<file path="config.mk">
export PLATFORM = sky130hd
export DESIGN_NAME = coax_line_ctrl
export DESIGN_NICKNAME = d
export VERILOG_FILES = /design/src/rtl/coax_pkg.sv /design/src/rtl/coax_bit_timer.sv /design/src/rtl/coax_line_ctrl.sv
export SDC_FILE = /design/constraint.sdc
export NUM_CORES = 1
export LEC_CHECK = 0
export ABC_AREA = 1
export CORE_AREA = 2 2 43 61
export CTS_BUF_LIST = sky130_fd_sc_hd__clkbuf_4
export DETAILED_ROUTE_END_ITERATION = 6
export DIE_AREA = 0 0 45 63
export PLACE_DENSITY = 0.84
export SETUP_SLACK_MARGIN = 0.4
export SYNTH_ARGS = -nofsm -noshare
export SYNTH_HDL_FRONTEND = slang
export SYNTH_SLANG_ARGS = --single-unit
</file>
<file path="constraint.sdc">
create_clock -name clk -period 1.5 [get_ports clk]
set_input_delay 0.15 -clock clk [delete_from_list [all_inputs] [get_ports clk]]
set_output_delay 0.15 -clock clk [all_outputs]
set_load 0.03 [all_outputs]
</file>
<file path="src/rtl/coax_pkg.sv">
// -----------------------------------------------------------------------------
// coax_pkg
// Shared definitions for the 3270 coax line controller:
//   - coax_state_e : line controller state encoding
//   - DEF_*        : default bit-time constants
//   - max3()       : helper used to size the shared bit timer
// -----------------------------------------------------------------------------
package coax_pkg;

    typedef enum logic [2:0] {
        ST_IDLE       = 3'd0,
        ST_GRANT      = 3'd1,
        ST_TX         = 3'd2,
        ST_TURNAROUND = 3'd3,
        ST_WAIT       = 3'd4,
        ST_RX         = 3'd5,
        ST_HOLDOFF    = 3'd6
    } coax_state_e;

    localparam int DEF_CLOCKS_PER_BIT        = 16;
    localparam int DEF_TURNAROUND_BITS       = 4;
    localparam int DEF_RESPONSE_TIMEOUT_BITS = 64;
    localparam int DEF_HOLDOFF_BITS          = 8;

    function automatic int max3(input int a, input int b, input int c);
        int m;
        m = (a > b) ? a : b;
        return (m > c) ? m : c;
    endfunction

endpackage

</file>
<file path="src/rtl/coax_bit_timer.sv">
// -----------------------------------------------------------------------------
// coax_bit_timer
// Loadable down-counter shared by the timed line-controller states.
// Ports:
//   clk          : system clock
//   reset_n      : synchronous active-low reset (count cleared)
//   load_i       : load load_value_i this cycle
//   load_value_i : value loaded (cycles-in-state minus one)
//   done_o       : count has reached zero; the counter stops there
// -----------------------------------------------------------------------------
module coax_bit_timer #(
    parameter int WIDTH = 11
) (
    input  logic             clk,
    input  logic             reset_n,
    input  logic             load_i,
    input  logic [WIDTH-1:0] load_value_i,
    output logic             done_o
);

    logic [WIDTH-1:0] count_q;

    always_ff @(posedge clk) begin
        if (!reset_n) begin
            count_q <= '0;
        end else if (load_i) begin
            count_q <= load_value_i;
        end else if (count_q != '0) begin
            count_q <= count_q - 1'b1;
        end
    end

    assign done_o = (count_q == '0);

endmodule

</file>
<file path="src/rtl/coax_line_ctrl.sv">
// -----------------------------------------------------------------------------
// coax_line_ctrl
// Half-duplex owner of the shared 3270 coax line: grants transmit access,
// gates the receiver while we drive, enforces the turnaround gap, times out
// missing responses and holds off transmit after a receive.
// Ports:
//   clk, reset_n    : clock, synchronous active-low reset
//   tx_req          : host transmit request (level, held until tx_grant)
//   expect_response : latched at grant; opens a response window after TX
//   tx_active       : coax_tx is driving the line
//   rx_active       : coax_rx is not idle
//   rx_error        : coax_rx error indication
//   tx_grant        : one-cycle pulse starting coax_tx
//   rx_enable       : 0 holds coax_rx in reset
//   busy            : controller not idle
//   timeout         : one-cycle pulse when the response window expires
//   line_error      : one-cycle pulse on the first rx_error of a receive
// Optional build macro COAX_LINE_CTRL_STATS_EN adds saturating 8-bit
// counters timeout_count and error_count.
// All outputs are registered from the current state, so they trail the
// state register by one cycle.
// -----------------------------------------------------------------------------
module coax_line_ctrl
    import coax_pkg::*;
#(
    parameter int CLOCKS_PER_BIT        = DEF_CLOCKS_PER_BIT,
    parameter int TURNAROUND_BITS       = DEF_TURNAROUND_BITS,
    parameter int RESPONSE_TIMEOUT_BITS = DEF_RESPONSE_TIMEOUT_BITS,
    parameter int HOLDOFF_BITS          = DEF_HOLDOFF_BITS
) (
    input  logic       clk,
    input  logic       reset_n,
    input  logic       tx_req,
    input  logic       expect_response,
    input  logic       tx_active,
    input  logic       rx_active,
    input  logic       rx_error,
    output logic       tx_grant,
    output logic       rx_enable,
    output logic       busy,
    output logic       timeout,
`ifdef COAX_LINE_CTRL_STATS_EN
    output logic [7:0] timeout_count,
    output logic [7:0] error_count,
`endif
    output logic       line_error
);

    localparam int TA_CYCLES = TURNAROUND_BITS * CLOCKS_PER_BIT;
    localparam int RT_CYCLES = RESPONSE_TIMEOUT_BITS * CLOCKS_PER_BIT;
    localparam int HO_CYCLES = HOLDOFF_BITS * CLOCKS_PER_BIT;
    localparam int CNT_W     = $clog2(max3(TA_CYCLES, RT_CYCLES, HO_CYCLES)) + 1;

    localparam logic [CNT_W-1:0] TA_LOAD = CNT_W'(TA_CYCLES - 1);
    localparam logic [CNT_W-1:0] RT_LOAD = CNT_W'(RT_CYCLES - 1);
    localparam logic [CNT_W-1:0] HO_LOAD = CNT_W'(HO_CYCLES - 1);

    coax_state_e      state_q, state_d;
    logic             expect_q;        // expect_response latched at grant
    logic             tx_elapsed_q;    // set from the second TX cycle onwards
    logic             err_seen_q;      // an error was already reported this receive
    logic             timeout_pend_q;  // WAIT expired last cycle
    logic             tmr_load;
    logic [CNT_W-1:0] tmr_value;
    logic             tmr_done;

    coax_bit_timer #(
        .WIDTH (CNT_W)
    ) u_timer (
        .clk          (clk),
        .reset_n      (reset_n),
        .load_i       (tmr_load),
        .load_value_i (tmr_value),
        .done_o       (tmr_done)
    );

    // Next state and timer load. The timer is loaded on the transition into
    // a timed state so the state lasts exactly its load value plus one.
    always_comb begin
        state_d   = state_q;
        tmr_load  = 1'b0;
        tmr_value = '0;
        unique case (state_q)
            ST_IDLE: begin
                // An unsolicited receive wins over a simultaneous request.
                if (rx_active)   state_d = ST_RX;
                else if (tx_req) state_d = ST_GRANT;
            end
            ST_GRANT: state_d = ST_TX;
            ST_TX: begin
                if (tx_elapsed_q && !tx_active) begin
                    state_d   = ST_TURNAROUND;
                    tmr_load  = 1'b1;
                    tmr_value = TA_LOAD;
                end
            end
            ST_TURNAROUND: begin
                if (tmr_done) begin
                    if (expect_q) begin
                        state_d   = ST_WAIT;
                        tmr_load  = 1'b1;
                        tmr_value = RT_LOAD;
                    end else begin
                        state_d = ST_IDLE;
                    end
                end
            end
            ST_WAIT: begin
                // Receive wins even on the expiry cycle.
                if (rx_active)     state_d = ST_RX;
                else if (tmr_done) state_d = ST_IDLE;
            end
            ST_RX: begin
                if (!rx_active) begin
                    state_d   = ST_HOLDOFF;
                    tmr_load  = 1'b1;
                    tmr_value = HO_LOAD;
                end
            end
            ST_HOLDOFF: begin
                if (rx_active)     state_d = ST_RX;
                else if (tmr_done) state_d = ST_IDLE;
            end
            default: state_d = ST_IDLE;
        endcase
    end

    always_ff @(posedge clk) begin
        if (!reset_n) begin
            state_q        <= ST_IDLE;
            expect_q       <= 1'b0;
            tx_elapsed_q   <= 1'b0;
            err_seen_q     <= 1'b0;
            timeout_pend_q <= 1'b0;
            tx_grant       <= 1'b0;
            rx_enable      <= 1'b0;
            busy           <= 1'b0;
            timeout        <= 1'b0;
            line_error     <= 1'b0;
        end else begin
            state_q      <= state_d;
            tx_elapsed_q <= (state_q == ST_TX);
            if (state_q == ST_GRANT) expect_q <= expect_response;

            tx_grant  <= (state_q == ST_GRANT);
            rx_enable <= (state_q == ST_IDLE) || (state_q == ST_WAIT) ||
                         (state_q == ST_RX)   || (state_q == ST_HOLDOFF);
            busy      <= (state_q != ST_IDLE);

            // WAIT only falls back to IDLE on expiry, so this marks a timeout;
            // the extra stage keeps timeout aligned with the other outputs.
            timeout_pend_q <= (state_q == ST_WAIT) && tmr_done && !rx_active;
            timeout        <= timeout_pend_q;

            line_error <= (state_q == ST_RX) && rx_error && !err_seen_q;
            if (state_q != ST_RX) err_seen_q <= 1'b0;
            else if (rx_error)    err_seen_q <= 1'b1;
        end
    end

`ifdef COAX_LINE_CTRL_STATS_EN
    always_ff @(posedge clk) begin
        if (!reset_n) begin
            timeout_count <= '0;
            error_count   <= '0;
        end else begin
            if (timeout && timeout_count != 8'hFF)  timeout_count <= timeout_count + 8'd1;
            if (line_error && error_count != 8'hFF) error_count   <= error_count + 8'd1;
        end
    end
`endif

endmodule

</file>
==> Word level (Yosys, flattened, before mapping) <==
Index checks and enable logic that the tools add are counted.
{ "word_totals": {"inputBits": 7, "reg_bits": 23, "word_cells": 65} }
{ "op_classes": {"mux": 21, "n_reduce_logical": 19, "addsub": 1, "n_eq_ne": 12, "bitwise_logic": 1} }
{ "op_table": {"columns": ["op", "count"], "rows": [
  ["10-bit case mux with 3 select lines", 1],
  ["3-bit two-way mux", 8],
  ["11-bit two-way mux", 2],
  ["10-bit two-way mux", 2],
  ["3-bit case mux with 6 select lines", 1],
  ["11-bit logical NOT", 1],
  ["11-bit nonzero test", 1],
  ["11-bit by 1-bit subtractor with 11-bit output (second input constant)", 1],
  ["3-bit equality test (second input constant)", 3],
  ["7-bit two-way mux", 1],
  ["3-bit by 2-bit equality test with 1-bit output (second input constant)", 2],
  ["6-bit two-way mux", 1],
  ["2-bit inequality test (second input constant)", 3],
  ["3-bit inequality test (second input constant)", 2],
  ["1-bit logical AND", 5],
  ["5-bit AND reduction", 1],
  ["1-bit two-way mux", 4],
  ["2-bit OR reduction", 2],
  ["3-bit by 1-bit equality test with 1-bit output (second input constant)", 1],
  ["1-bit logical NOT", 3],
  ["3-bit logical NOT", 1],
  ["1-bit logical OR", 3],
  ["3-bit by 1-bit inequality test with 1-bit output (second input constant)", 1],
  ["1-bit case mux with 3 select lines", 1],
  ["3 further kinds", 3]
]} }

==> Longest topological paths before layout <==
{ "logic_depth": {"depth_word": 5, "mapped_depth": 10} }

==> Cells and area by module <==
From an unflattened synthesis, not the netlist that was laid out.
{ "unflattened": {"cells_unflattened": 194, "area_unflattened_um2": 1271.2} }
{ "by_module_without_submodules": {"columns": ["mod", "cells_per_inst", "n_inst", "seq_area_each_um2", "area_each_um2"], "rows": [
  ["coax_bit_timer", 118, 1, 220.2, 743.2],
  ["coax_line_ctrl", 76, 1, 240.2, 528.0]
]} }

==> Worst setup path before layout <==
OpenSTA, ideal clock, no wires.
{ "synth_path": {"path_type": "reg-to-reg", "startpoint": "register u_timer.count_q[0]", "endpoint": "register u_timer.count_q[3]", "required_time_ns": 1.382, "setup_slack_ns": 0.170, "n_path_buf": 1, "setup_time_ns": 0.118, "path_stages_with_launch": 11, "t_arrival_ns": 1.212, "period_less_slack_ns": 1.330, "cell_sequence": "dfxtp_1 -> inv_1 -> ha_1 -> nand2_1 -> nor2_2 -> nand2_2 -> buf_6 -> nand3_1 -> o21ai_1 -> nor2_1 -> nor2_1"} }
{ "synth_between": {"elab_chain_cells": 4} }
{ "synth_rtl": {"columns": ["element", "line", "text"], "rows": [
  ["start, declared", "coax_bit_timer.sv:21", "logic [WIDTH-1:0] count_q;"],
  ["start signal, assigned", "coax_bit_timer.sv:27", "count_q <= load_value_i;"],
  ["start signal, assigned", "coax_bit_timer.sv:29", "count_q <= count_q - 1'b1;"],
  ["branches (longest 4 deep; another with 11-bit by 1-bit subtractor with 11-bit output)", null, null]
]} }
Several ways; the timed one is not identified. The select of a mux whose other input is x is not followed.
A chain may end at the register's enable or synchronous reset.

==> Worst setup path after layout <==
{ "layout_path": {"startpoint": "register u_timer.count_q[0]", "endpoint": "register u_timer.count_q[6]"} }
Same word-level chain as after synthesis.

==> metrics <==
outcome finished, final reports clean; DRT Pass-1 Iters 5; Fmax achieved 694 MHz; Netlist cell types 26; deepest level of the CTS H-tree 1; multi-input gate area in the final layout 817 um2; gr ovfl total 0; maximum buffer depth of the clock tree 2; die area 2840 um2; Worst EP arrival 1670 ps; Hold Violations, Final 0; number of antenna repair diodes 0; DR vias 1,378; kind of path behind the tightest hold check in2reg; mean instance size in the synthesized netlist 6.77 um2; vertical extent of the die 63 um; Routed WL per cell 16.5 um; worst vdd rail ir drop 1.42 mV; number of fill cells 156; critical path required time 1730 ps; Post-synth top cells sky130_fd_sc_hd__nor2_1, sky130_fd_sc_hd__nand2_1, sky130_fd_sc_hd__dfxtp_1; largest cells by area after synthesis sky130_fd_sc_hd__dfxtp_1, sky130_fd_sc_hd__nor2_1, sky130_fd_sc_hd__nand2_1; number of standard cells after synthesis 179; clock period minus worst slack 1440 ps; async set or reset register ratio after synthesis 0%; num rows 21; CTS tree built; initial cell density of the core 52.4%; Layout Utilization 73.2%; TNS Setup 0 ps; cell with the most instances after synthesis sky130_fd_sc_hd__nor2_1; Period Utilization, post-route 96.1%; Post-Syn Nets 188; clock-pin slew reported for the worst setup and hold paths after clock tree synthesis 130 ps; Worst Path Max Fanout 3; Final Wtd Congestion 0.932; Cell Pwr Density 2230 nW/um2; share of cells above drive strength 1 39.6%; area of the mapped netlist 1210 um2; detailed-route wire length 3.88 mm; drc violations 0; total count of max-transition violations in the final report 0; critical path capture point type flip-flop; synthesis-stage register bit count 23; CP Class reg2reg; area taken by flip-flops and latches 473 um2; via count of the first global-routing pass 1,313; Synth Flop Type sky130_fd_sc_hd__dfxtp_1; CTS Root Buffer Type sky130_fd_sc_hd__clkbuf_4; hold_ws 408 ps; Yosys top cell by area sky130_fd_sc_hd__dfxtp_1; global-route usage over all layers 26.0%; area of all placed cells without fillers 1690 um2; number of top-level pins 12; horizontal extent of the die 45 um; HPWL after detailed placement 2.20 mm; cell leakage power 0.806 nW; via density per instance 5.86; signed area change from the synthesized netlist to the final layout 39.6%; number of antenna violations at the first check in global routing 0; RSZ-0062 raised after global routing true; wire length of the first global-routing pass 5.56 mm; number of max-capacitance violations reported 0; final net count 222; final cell count without fillers 235; actual transition at the worst max-transition pin 340 ps; clock sink count 23; Critical Path Start Type flip-flop; 1st-iter DRT viols 88; setup clock skew after layout 2.49 ps; Synth top area share 38.0%; tightest slew margin relative to the limit 77.2%; Setup-failing EPs final 0; sequential cell area fraction in the yosys report 38.0%; Port Buffers 11; total of warnings raised by yosys 0; EDFF count, synth 0; area of placed instances 1400 um2; clock latency at the later pin of the worst-skew pair 320 ps; total placed cells including tap cells 215; post-detailed-route count of antenna-violating nets 0; placeable core region 2310 um2; CTS buffer count 3; largest net degree at the start of global routing 14
==> cells in the final DEF, fill, tap and decap left out, types with 2 or more instances in the layout <==
master                            synthesis  routed
sky130_fd_sc_hd__a21oi_1                  9       7
sky130_fd_sc_hd__a21oi_2                  0       2
sky130_fd_sc_hd__buf_2                    0       4
sky130_fd_sc_hd__buf_4                    0      18
sky130_fd_sc_hd__buf_6                    1       2
sky130_fd_sc_hd__clkbuf_4                 0       3
sky130_fd_sc_hd__clkdlybuf4s50_1          0       6
sky130_fd_sc_hd__dfxtp_1                 23      15
sky130_fd_sc_hd__dfxtp_2                  0       7
sky130_fd_sc_hd__ha_4                     0       2
sky130_fd_sc_hd__inv_1                   20      17
sky130_fd_sc_hd__inv_2                    6       8
sky130_fd_sc_hd__nand2_1                 28      22
sky130_fd_sc_hd__nand2_2                  2       5
sky130_fd_sc_hd__nand2_4                  0       3
sky130_fd_sc_hd__nand3_1                 13       4
sky130_fd_sc_hd__nand3_2                  4      10
sky130_fd_sc_hd__nand3_4                  0       3
sky130_fd_sc_hd__nand4_1                  6       6
sky130_fd_sc_hd__nor2_1                  36      33
sky130_fd_sc_hd__nor2_2                   5       2
sky130_fd_sc_hd__nor2_4                   2       8
sky130_fd_sc_hd__nor3_2                   0       2
sky130_fd_sc_hd__o21ai_0                  6       5
sky130_fd_sc_hd__o21ai_1                  4       4
==> state kept, by name, summed over array words and instances, names as in the netlist <==
register         count
err_seen_q           1
tx_grant             1
tx_elapsed_q         1
timeout              1
rx_enable            1
u_timer.count_q     11
state_q              3
busy                 1
line_error           1
timeout_pend_q       1
expect_q             1
==> stage by stage <==
step	total power [mW]	setup WS (ps)
final	3.77	58.8
after global routing	3.97	-31.2
after CTS	3.35	178
after detailed placement	2.68	67.0
after global placement	2.61	98.5
after floorplan	2.27	286
==> what timing repair did <==
action                                  CTS  global route
endpoints found under the setup margin   20            20
gates resized for setup                  43            26
hold buffers                              0             0
pin swaps                                12            14
buffers inserted                          9             7
==> where the power goes <==
part           internal [mW]  total, mW  leakage [nW]  switching [mW]
combinational          0.996       2.46         0.596            1.46
sequential             0.816       1.01         0.192           0.197
clock                  0.100      0.299        0.0177           0.199
==> routing by layer <==
| metal | routed length, um | track usage [%] |
|---|---|---|
| met2 | 2080 | 42.0 |
| met4 | 187 | 17.3 |
| met5 | 0 | 0 |
| met3 | 210 | 4.62 |
| met1 | 1410 | 29.7 |
==> worst max-delay path, cell delays in order (launching register included) <==
cell and delay (ps):
sky130_fd_sc_hd__dfxtp_2 360, sky130_fd_sc_hd__inv_4 60, sky130_fd_sc_hd__buf_4 120, sky130_fd_sc_hd__ha_4 150, sky130_fd_sc_hd__inv_2 50, sky130_fd_sc_hd__o21ai_0 300, sky130_fd_sc_hd__nand3_2 100, sky130_fd_sc_hd__a21oi_1 140
sky130_fd_sc_hd__nor2_1 60
==> cell families after synthesis <==
kind of cell / Yosys count / synth area share (%)
XOR/XNOR: 1 / 0.723
flip-flops: 23 / 38.0
AO/OA/AOI/OAI: 22 / 9.60
adder cells (fa/ha/maj): 2 / 2.06
AND/OR/NAND/NOR: 102 / 40.0
buffers and inverters: 29 / 9.60
==> path summary, 6_finish.rpt <==
kind / from / to / slack (ps) / cells after the start
setup / recovery: u_timer.count_q[0] / u_timer.count_q[6] / 60 / 8
hold / removal: rx_error / err_seen_q / 410 / 3
setup reg to reg: u_timer.count_q[0] / u_timer.count_q[6] / 60 / 8
hold reg to reg: timeout_pend_q / timeout / 430 / 2
==> cell type report <==
type	instances	share of cell area, %
well taps	23	1.70
clock buffers	3	1.33
clock inverters	1	0.296
multi-input cells	127	48.3
inverters	27	6.13
flip-flops and latches	23	27.9
repair buffers	31	14.3
Power figures use the tool's default switching activity.
